===== config.mk =====
export PLATFORM = sky130hd
export DESIGN_NAME = multicycle_ctrl_flat
export DESIGN_NICKNAME = d
export VERILOG_FILES = /design/src/rtl/multicycle_ctrl_if.sv /design/src/rtl/multicycle_ctrl.sv /design/src/flat_wrapper.sv
export SDC_FILE = /design/constraint.sdc
export NUM_CORES = 1
export LEC_CHECK = 0
export ABC_AREA = 1
export BUFFER_PORTS_ARGS = -buffer_cell sky130_fd_sc_hd__buf_2
export CAP_MARGIN = 40
export CORE_ASPECT_RATIO = 0.7
export CORE_MARGIN = 3
export CORE_UTILIZATION = 40
export CTS_CLUSTER_SIZE = 16
export DETAILED_ROUTE_END_ITERATION = 10
export HOLD_SLACK_MARGIN = 0.1
export PLACE_DENSITY_LB_ADDON = 0.05
export SLEW_MARGIN = 20
export SYNTH_ARGS = -nofsm -noshare
export SYNTH_HDL_FRONTEND = slang
export SYNTH_SLANG_ARGS = --single-unit

===== constraint.sdc =====
create_clock -name clk -period 2.7 [get_ports clk]
set_input_delay 0.27 -clock clk [delete_from_list [all_inputs] [get_ports clk]]
set_output_delay 0.27 -clock clk [all_outputs]
set_load 0.02 [all_outputs]

===== src/rtl/multicycle_ctrl_if.sv =====
// Instruction handshake and external ALU bus of the multi-cycle controller.
// The master side issues instructions and supplies the combinational ALU result.
interface multicycle_ctrl_if #(
  parameter int unsigned DATA_W = 8,
  parameter int unsigned NREGS  = 4
);
  localparam int unsigned RIDX_W  = $clog2(NREGS);
  localparam int unsigned INSTR_W = 3 + 2 * RIDX_W;

  logic [INSTR_W-1:0] instr;
  logic [DATA_W-1:0]  imm;
  logic               instr_valid;
  logic               instr_ready;
  logic [DATA_W-1:0]  alu_a;
  logic [DATA_W-1:0]  alu_b;
  logic [1:0]         alu_op;
  logic [DATA_W-1:0]  alu_y;
  logic               alu_zero;

  modport master (
    output instr, imm, instr_valid, alu_y, alu_zero,
    input  instr_ready, alu_a, alu_b, alu_op
  );

  modport slave (
    input  instr, imm, instr_valid, alu_y, alu_zero,
    output instr_ready, alu_a, alu_b, alu_op
  );
endinterface


===== src/rtl/multicycle_ctrl.sv =====
// Multi-cycle control unit: accepts one instruction at a time, sequences
// decode/exec/write-back around an external ALU and owns the register file.
module multicycle_ctrl #(
  parameter  int unsigned DATA_W  = 8,
  parameter  int unsigned NREGS   = 4,
  localparam int unsigned RIDX_W  = $clog2(NREGS),
  localparam int unsigned INSTR_W = 3 + 2 * RIDX_W
) (
  input  logic               clk,
  input  logic               rst,
  multicycle_ctrl_if.slave   bus,
  output logic               flag_zero,
  output logic               done,
  output logic               halted,
  output logic [2:0]         state_o,
  input  logic [RIDX_W-1:0]  dbg_sel,
  output logic [DATA_W-1:0]  dbg_data
);
  localparam logic [2:0] OpNop  = 3'b000;
  localparam logic [2:0] OpLdi  = 3'b101;
  localparam logic [2:0] OpMov  = 3'b110;
  localparam logic [2:0] OpHalt = 3'b111;

  typedef enum logic [2:0] {
    StIdle   = 3'd0,
    StDecode = 3'd1,
    StExec   = 3'd2,
    StWb     = 3'd3,
    StHalt   = 3'd7
  } state_e;

  state_e state_q, state_d;

  logic [INSTR_W-1:0] instr_q;
  logic [DATA_W-1:0]  imm_q;
  logic [DATA_W-1:0]  regs_q [NREGS];
  logic [DATA_W-1:0]  alu_a_q, alu_b_q, res_q;
  logic [1:0]         alu_op_q;
  logic               zero_q, flag_zero_q;

  logic [2:0]        opcode, op_m1;
  logic [RIDX_W-1:0] rd, rs;
  logic              is_alu;
  logic [DATA_W-1:0] wb_data;

  assign opcode = instr_q[INSTR_W-1 -: 3];
  assign rd     = instr_q[2*RIDX_W-1 -: RIDX_W];
  assign rs     = instr_q[RIDX_W-1:0];
  assign op_m1  = opcode - 3'd1;
  assign is_alu = (opcode != OpNop) && (opcode < OpLdi);

  always_comb begin
    wb_data = regs_q[rs];
    if (is_alu) begin
      wb_data = res_q;
    end else if (opcode == OpLdi) begin
      wb_data = imm_q;
    end
  end

  always_ff @(posedge clk or posedge rst) begin
    if (rst) begin
      state_q <= StIdle;
    end else begin
      state_q <= state_d;
    end
  end

  always_comb begin
    state_d = state_q;
    case (state_q)
      StIdle:   if (bus.instr_valid) state_d = StDecode;
      StDecode: begin
        case (opcode)
          OpNop:        state_d = StIdle;
          OpHalt:       state_d = StHalt;
          OpLdi, OpMov: state_d = StWb;
          default:      state_d = StExec;
        endcase
      end
      StExec:   state_d = StWb;
      StWb:     state_d = StIdle;
      StHalt:   state_d = StHalt;
      default:  state_d = StIdle;
    endcase
  end

  always_ff @(posedge clk or posedge rst) begin
    if (rst) begin
      instr_q     <= '0;
      imm_q       <= '0;
      alu_a_q     <= '0;
      alu_b_q     <= '0;
      alu_op_q    <= '0;
      res_q       <= '0;
      zero_q      <= 1'b0;
      flag_zero_q <= 1'b0;
      for (int i = 0; i < NREGS; i++) begin
        regs_q[i] <= '0;
      end
    end else begin
      case (state_q)
        StIdle: begin
          if (bus.instr_valid) begin
            instr_q <= bus.instr;
            imm_q   <= bus.imm;
          end
        end
        StDecode: begin
          if (is_alu) begin
            alu_a_q  <= regs_q[rd];
            alu_b_q  <= regs_q[rs];
            alu_op_q <= op_m1[1:0];
          end
        end
        StExec: begin
          res_q  <= bus.alu_y;
          zero_q <= bus.alu_zero;
        end
        StWb: begin
          regs_q[rd] <= wb_data;
          // Only ALU ops own the zero flag.
          if (is_alu) flag_zero_q <= zero_q;
        end
        default: ;
      endcase
    end
  end

  assign bus.instr_ready = (state_q == StIdle);
  assign bus.alu_a       = alu_a_q;
  assign bus.alu_b       = alu_b_q;
  assign bus.alu_op      = alu_op_q;
  assign flag_zero       = flag_zero_q;
  assign done            = (state_q == StWb);
  assign halted          = (state_q == StHalt);
  assign state_o         = state_q;
  assign dbg_data        = regs_q[dbg_sel];
endmodule


===== src/flat_wrapper.sv =====
// flat-port wrapper written by rule: the top's interface ports become plain ports
module multicycle_ctrl_flat 
#(
  parameter  int unsigned DATA_W  = 8,
  parameter  int unsigned NREGS   = 4,
  localparam int unsigned RIDX_W  = $clog2(NREGS),
  localparam int unsigned INSTR_W = 3 + 2 * RIDX_W
)
  (clk, rst, flag_zero, done, halted, state_o, dbg_sel, dbg_data, bus_instr, bus_imm, bus_instr_valid, bus_alu_y, bus_alu_zero, bus_instr_ready, bus_alu_a, bus_alu_b, bus_alu_op);
  multicycle_ctrl_if #(.DATA_W(DATA_W), .NREGS(NREGS)) bus_i ();
  input  logic clk;
  input  logic rst;
  output logic flag_zero;
  output logic done;
  output logic halted;
  output logic [2:0] state_o;
  input  logic [RIDX_W-1:0] dbg_sel;
  output logic [DATA_W-1:0] dbg_data;
  input wire logic [$bits(bus_i.instr)-1:0] bus_instr;
  input wire logic [$bits(bus_i.imm)-1:0] bus_imm;
  input wire logic [$bits(bus_i.instr_valid)-1:0] bus_instr_valid;
  input wire logic [$bits(bus_i.alu_y)-1:0] bus_alu_y;
  input wire logic [$bits(bus_i.alu_zero)-1:0] bus_alu_zero;
  output wire logic [$bits(bus_i.instr_ready)-1:0] bus_instr_ready;
  output wire logic [$bits(bus_i.alu_a)-1:0] bus_alu_a;
  output wire logic [$bits(bus_i.alu_b)-1:0] bus_alu_b;
  output wire logic [$bits(bus_i.alu_op)-1:0] bus_alu_op;
  assign bus_i.instr = bus_instr;
  assign bus_i.imm = bus_imm;
  assign bus_i.instr_valid = bus_instr_valid;
  assign bus_i.alu_y = bus_alu_y;
  assign bus_i.alu_zero = bus_alu_zero;
  assign bus_instr_ready = bus_i.instr_ready;
  assign bus_alu_a = bus_i.alu_a;
  assign bus_alu_b = bus_i.alu_b;
  assign bus_alu_op = bus_i.alu_op;
  multicycle_ctrl #(.DATA_W(DATA_W), .NREGS(NREGS)) u_core (.clk(clk), .rst(rst), .bus(bus_i), .flag_zero(flag_zero), .done(done), .halted(halted), .state_o(state_o), .dbg_sel(dbg_sel), .dbg_data(dbg_data));
endmodule

# Word-level counts from Yosys, hierarchy flattened
# Index checks and enable logic that the tools add are counted.
[word_totals]
register_bits = 78
inputBits = 29
out_inout_bits = 33
wordCells = 56
[classes]
addsub = 1
magnitude_cmp = 5
eq_ne = 8
muxes = 17
bitwise = 3
n_reduce_logical = 9
[ops]
columns = ["op", "n"]
rows = [
  ["8-bit two-way mux", 9],
  ["8-bit binary-select mux with 2-bit select", 3],
  ["32-bit bitwise mux", 1],
  ["8-bit demux with 2-bit select", 1],
  ["3-bit == test (second input constant)", 4],
  ["3-bit one-hot mux with 4 select lines", 1],
  ["3-bit greater-or-equal comparator (second input constant)", 3],
  ["2-bit NOT with 3-bit output", 3],
  ["3-bit one-hot mux with 3 select lines", 1],
  ["3-bit by 2-bit == test with 1-bit output (second input constant)", 2],
  ["3-bit zero test", 2],
  ["2-bit AND reduction", 3],
  ["3-bit by 1-bit == test with 1-bit output (second input constant)", 1],
  ["3-bit by 1-bit < comparator with 1-bit output (second input constant)", 1],
  ["3-bit < comparator (second input constant)", 1],
  ["3-bit two-way mux", 1],
  ["3-bit nonzero test", 1],
  ["1-bit logical AND", 2],
  ["2-bit inequality test (second input constant)", 1],
  ["2-bit OR reduction", 1],
  ["2-bit by 1-bit subtractor with 2-bit output (second input constant)", 1],
]

# Longest topological paths before layout
[logic_depth]
ltp_word = 7
ltp_mapped = 11
ltp_nobuf = 9

# Worst setup path after synthesis
# OpenSTA, ideal clock, no wires.
[synth_path]
path_kind = "register to register"
start = "reg u_core.instr_q[4]"
end = "reg u_core.alu_a_q[0], in the netlist u_core.bus.alu_a[0]"
setup_ns = 0.116
arrival_time_ns = 1.508
required_time_ns = 2.584
setup_slack_ns = 1.075
stages_incl_launch_ff = 11
n_path_buf = 3
period_less_slack_ns = 1.625
cell_sequence = "dfrtp_1 -> inv_1 -> ha_1 -> nand2_2 -> and2_1 -> buf_4 -> nand2_2 -> buf_6 -> buf_6 -> nand2_1 -> nand2_1"
[synth_between]
elab_chain_cells = 3
elab_cells_between_ends = 4
classes_between = "1 x order compare; 3 x reduce/logical"
[synth_rtl]
columns = ["item", "line_no", "source"]
rows = [
  ["start: declaration", "multicycle_ctrl.sv:34", "logic [INSTR_W-1:0] instr_q;"],
  ["start signal: assignment", "multicycle_ctrl.sv:105", "instr_q <= bus.instr;"],
  ["3-bit < comparator or 3-bit nonzero test (tied branches)", "multicycle_ctrl.sv:50", "assign is_alu = (opcode != OpNop) && (opcode < OpLdi);"],
  ["1-bit logical AND (*)", "multicycle_ctrl.sv:50", ""],
  ["2-bit AND reduction (no source line) (*)", "-", ""],
  ["end signal: assignment", "multicycle_ctrl.sv:111", "alu_a_q <= regs_q[rd];"],
  ["end: declaration", "multicycle_ctrl.sv:37", "logic [DATA_W-1:0] alu_a_q, alu_b_q, res_q;"],
]
# Every way passes the cells marked *; elsewhere a longest branch is shown, timed or not.
# A chain may end at the register's enable or synchronous reset.

# Worst setup path after layout
[layout_path]
start = "reg u_core.instr_q[4]"
end = "reg u_core.alu_a_q[6], in the netlist u_core.bus.alu_a[6]"
# Same word-level chain as after synthesis.

==> impl_metrics.yaml <==
status:
  status: "finished, final reports clean"
synth:
  synthCells: 542
  synth_edf_count: 0
  syn_avg_cell_area_um2: 7.23
  synthesis.area_mm2: 0.00392
  synth_top_flop_cell: "dfrtp_1"
  ys_seq_area_frac: 0.498
  synth_warnings: 0
  async_flop_share: 1.00
  synth_fp_nets: 575
  synth-seq-cells: 78
  yosysUniqueCellTypes: 23
setup_path:
  worstPathArrival_ns: 2.47
  cp_cell_sequence: "inv_1 -> ha_1 -> nand2_2 -> and2_1 -> nand2_2 -> inv_2 -> nand2_1 -> nand2_1"
  cp.required_ns: 2.98
  startpoint_type: "flip-flop"
  crit_slowest_cell: "dfrtp_1"
  cp_slowest_stage_delay_ns: 0.45
  criticalPathCategory: "reg2reg"
  path_max_fanout: 29
  worst_setup_path_end_kind: "flip-flop"
global_route:
  grt_overflow: 0
  grt_antenna_before_repair: 0
  grt_pass1_wl_mm: 19.3
  grt_pass1_vias: 3551
  grt_max_degree: 30
  grt.total_usage: 0.228
die:
  start_util: 0.422
  core_mm2: 0.00929
  dieHeight_um: 88.8
  die-area_mm2: 0.0110
  ioPinCount: 62
  die_w_um: 124
  placementRows: 29
clocking:
  cts-root-buf: "clkbuf_16"
  cts_post_setup_buffers_inserted: 0
  clock_latency_ns: 0.34
  cts_tree: "done"
  ctsHoldBuffers: 1
  htreeDepth: 3
  cts_resized: 0
  clkSlewWorstSetupHoldPaths_ns: 0.06
  clk_path_buf_depth: 2
  clock_sinks: 78
  numCtsBuffers: 9
place:
  post-dp-hpwl_mm: 8.79
  io_buffers: 61
  place_ws_ns: 0.541
  gp_congestion: 0.942
  placed_area_mm2: 0.00434
drt:
  drc_errors: 0
  drt_wl_total_mm: 11.9
  ant_nets: 0
  wire_per_inst_um: 16.2
  dr.pass1.iters: 5
  via_per_inst: 5.18
  drt_iter0_markers: 327
  dr_total_vias: 3805
sta:
  finalWorstSetupSlack_ns: 0.504
  rsz0062_at_grt: "false"
  worst_pin_slew_ns: 0.741
  finalClockSkew_ns: 0.00690
  period_minus_slack_ns: 2.20
  fin_setup_tns_ns: 0
  fmax_mhz: 455
  period_share: 0.814
  hold_violations: 0
  slew_headroom: 0.505
  maxSlewViolCount: 0
  final-setup-viol-count: 0
layout:
  final_area_mm2: 0.00462
  n_fill_cell: 941
  fin_util: 0.498
  layout_commonest_cell: "nand2_1"
  multiInputGateArea_mm2: 0.00180
  drive_above_1_share: 0.154
  num-nets-final: 639
  n_antenna_cell: 0
  final_cell_mix: "290 x nand2_1, 78 x dfrtp_1, 61 x buf_2"
  seqCellArea_mm2: 0.00195
  area_growth_pct: 18.0
hold_path:
  worstHoldPathType: "in2reg"
power_and_ir_drop:
  internal-power_w: 0.00313
  leakage_nw: 2.54
  p_per_area_mw_per_mm2: 1310
  peakVddDrop_v: 0.000461
  seq_power_share: 0.372
  power_frac_clock: 0.185
  switchingPower_w: 0.00290
  netSwitchingFraction: 0.481
  pwr-share-comb: 0.443
flow_run:
  drv_cap: 0
cell type report:
type                       instances  share of cell area
clock inverter                     3             0.00433
sequential                        78               0.422
timing repair buffer              68              0.0780
multi-input combinational        426               0.389
inverter                          23              0.0187
tap                              124              0.0336
clock buffer                      13              0.0541
metrics by stage:
step           hold WS (ns)  instances  total power, W
2_1_floorplan         0.387        542         0.00391
3_3_place_gp          0.330        718         0.00485
3_5_place_dp          0.344        718         0.00489
4_1_cts               0.124        735         0.00602
5_1_grt               0.129        735         0.00651
6_report              0.131        735         0.00603
Yosys cell counts, types with 5 or more instances:
| library cell | n | share of area |
|---|---|---|
| o21ai_0 | 20 | 0.026 |
| nor2_1 | 36 | 0.034 |
| o22ai_1 | 8 | 0.013 |
| nand2_1 | 290 | 0.28 |
| a21oi_1 | 15 | 0.019 |
| nand4_1 | 8 | 0.013 |
| o21ai_1 | 8 | 0.010 |
| clkbuf_1 | 7 | 0.0067 |
| dfrtp_1 | 78 | 0.50 |
| inv_1 | 19 | 0.018 |
| buf_2 | 5 | 0.0064 |
| nand3_1 | 25 | 0.032 |
worst max-delay path, delay by kind of cell, from the launching register on:
kind | cells | cell delay [ns]
adder cells (fa/ha/maj) | 1 | 0.22
buffers and inverters | 2 | 0.37
flip-flops | 1 | 0.45
AND/OR/NAND/NOR | 5 | 1.09
worst paths after layout:
check | from | slack (ns) | cells past startpoint | end
max reg2reg | u_core.instr_q[4] | 0.50 | 8 | u_core.bus.alu_a[6]
max in group asynchronous | rst | 1.40 | 4 | u_core.regs_q[1]
min | bus_alu_y[5] | 0.13 | 3 | u_core.res_q[5]
min in group asynchronous | rst | 0.51 | 3 | u_core.imm_q[4]
min reg2reg | u_core.imm_q[1] | 0.48 | 2 | u_core.imm_q[1]
max | u_core.instr_q[4] | 0.50 | 8 | u_core.bus.alu_a[6]
flip-flops by register name, summed over array words and instances (netlist names):
signal and flops:
u_core.bus.alu_a 8, u_core.bus.alu_b 8, u_core.bus.alu_op 2, u_core.flag_zero 1, u_core.imm_q 8, u_core.instr_q 7
u_core.regs_q 32, u_core.res_q 8, u_core.state_o 3, u_core.zero_q 1
power by group through the flow:
stage / clock network [W] / logic, W / registers (W)
floorplan: 0 / 0.00177 / 0.00214
detailed placement: 0 / 0.00267 / 0.00222
finish: 0.00112 / 0.00267 / 0.00224
global placement: 0 / 0.00262 / 0.00222
global route: 0.00119 / 0.00302 / 0.00230
CTS: 0.00113 / 0.00268 / 0.00221
per-layer routing:
metal  track usage  wire length (um)
met1         0.344              6090
met4        0.0667               190
met3        0.0766              1120
met5             0                 0
met2         0.306              4540
cells by family (layout without fill, tap and decap cells):
kind of cell / Yosys count / count (layout) / synth area share
AO/OA/AOI/OAI: 55 / 55 / 0.0767
adder cells (fa/ha/maj): 4 / 4 / 0.0128
buffers and inverters: 38 / 107 / 0.0428
flip-flops: 78 / 78 / 0.498
AND/OR/NAND/NOR: 367 / 367 / 0.370
(Power assumes the default switching activity.)
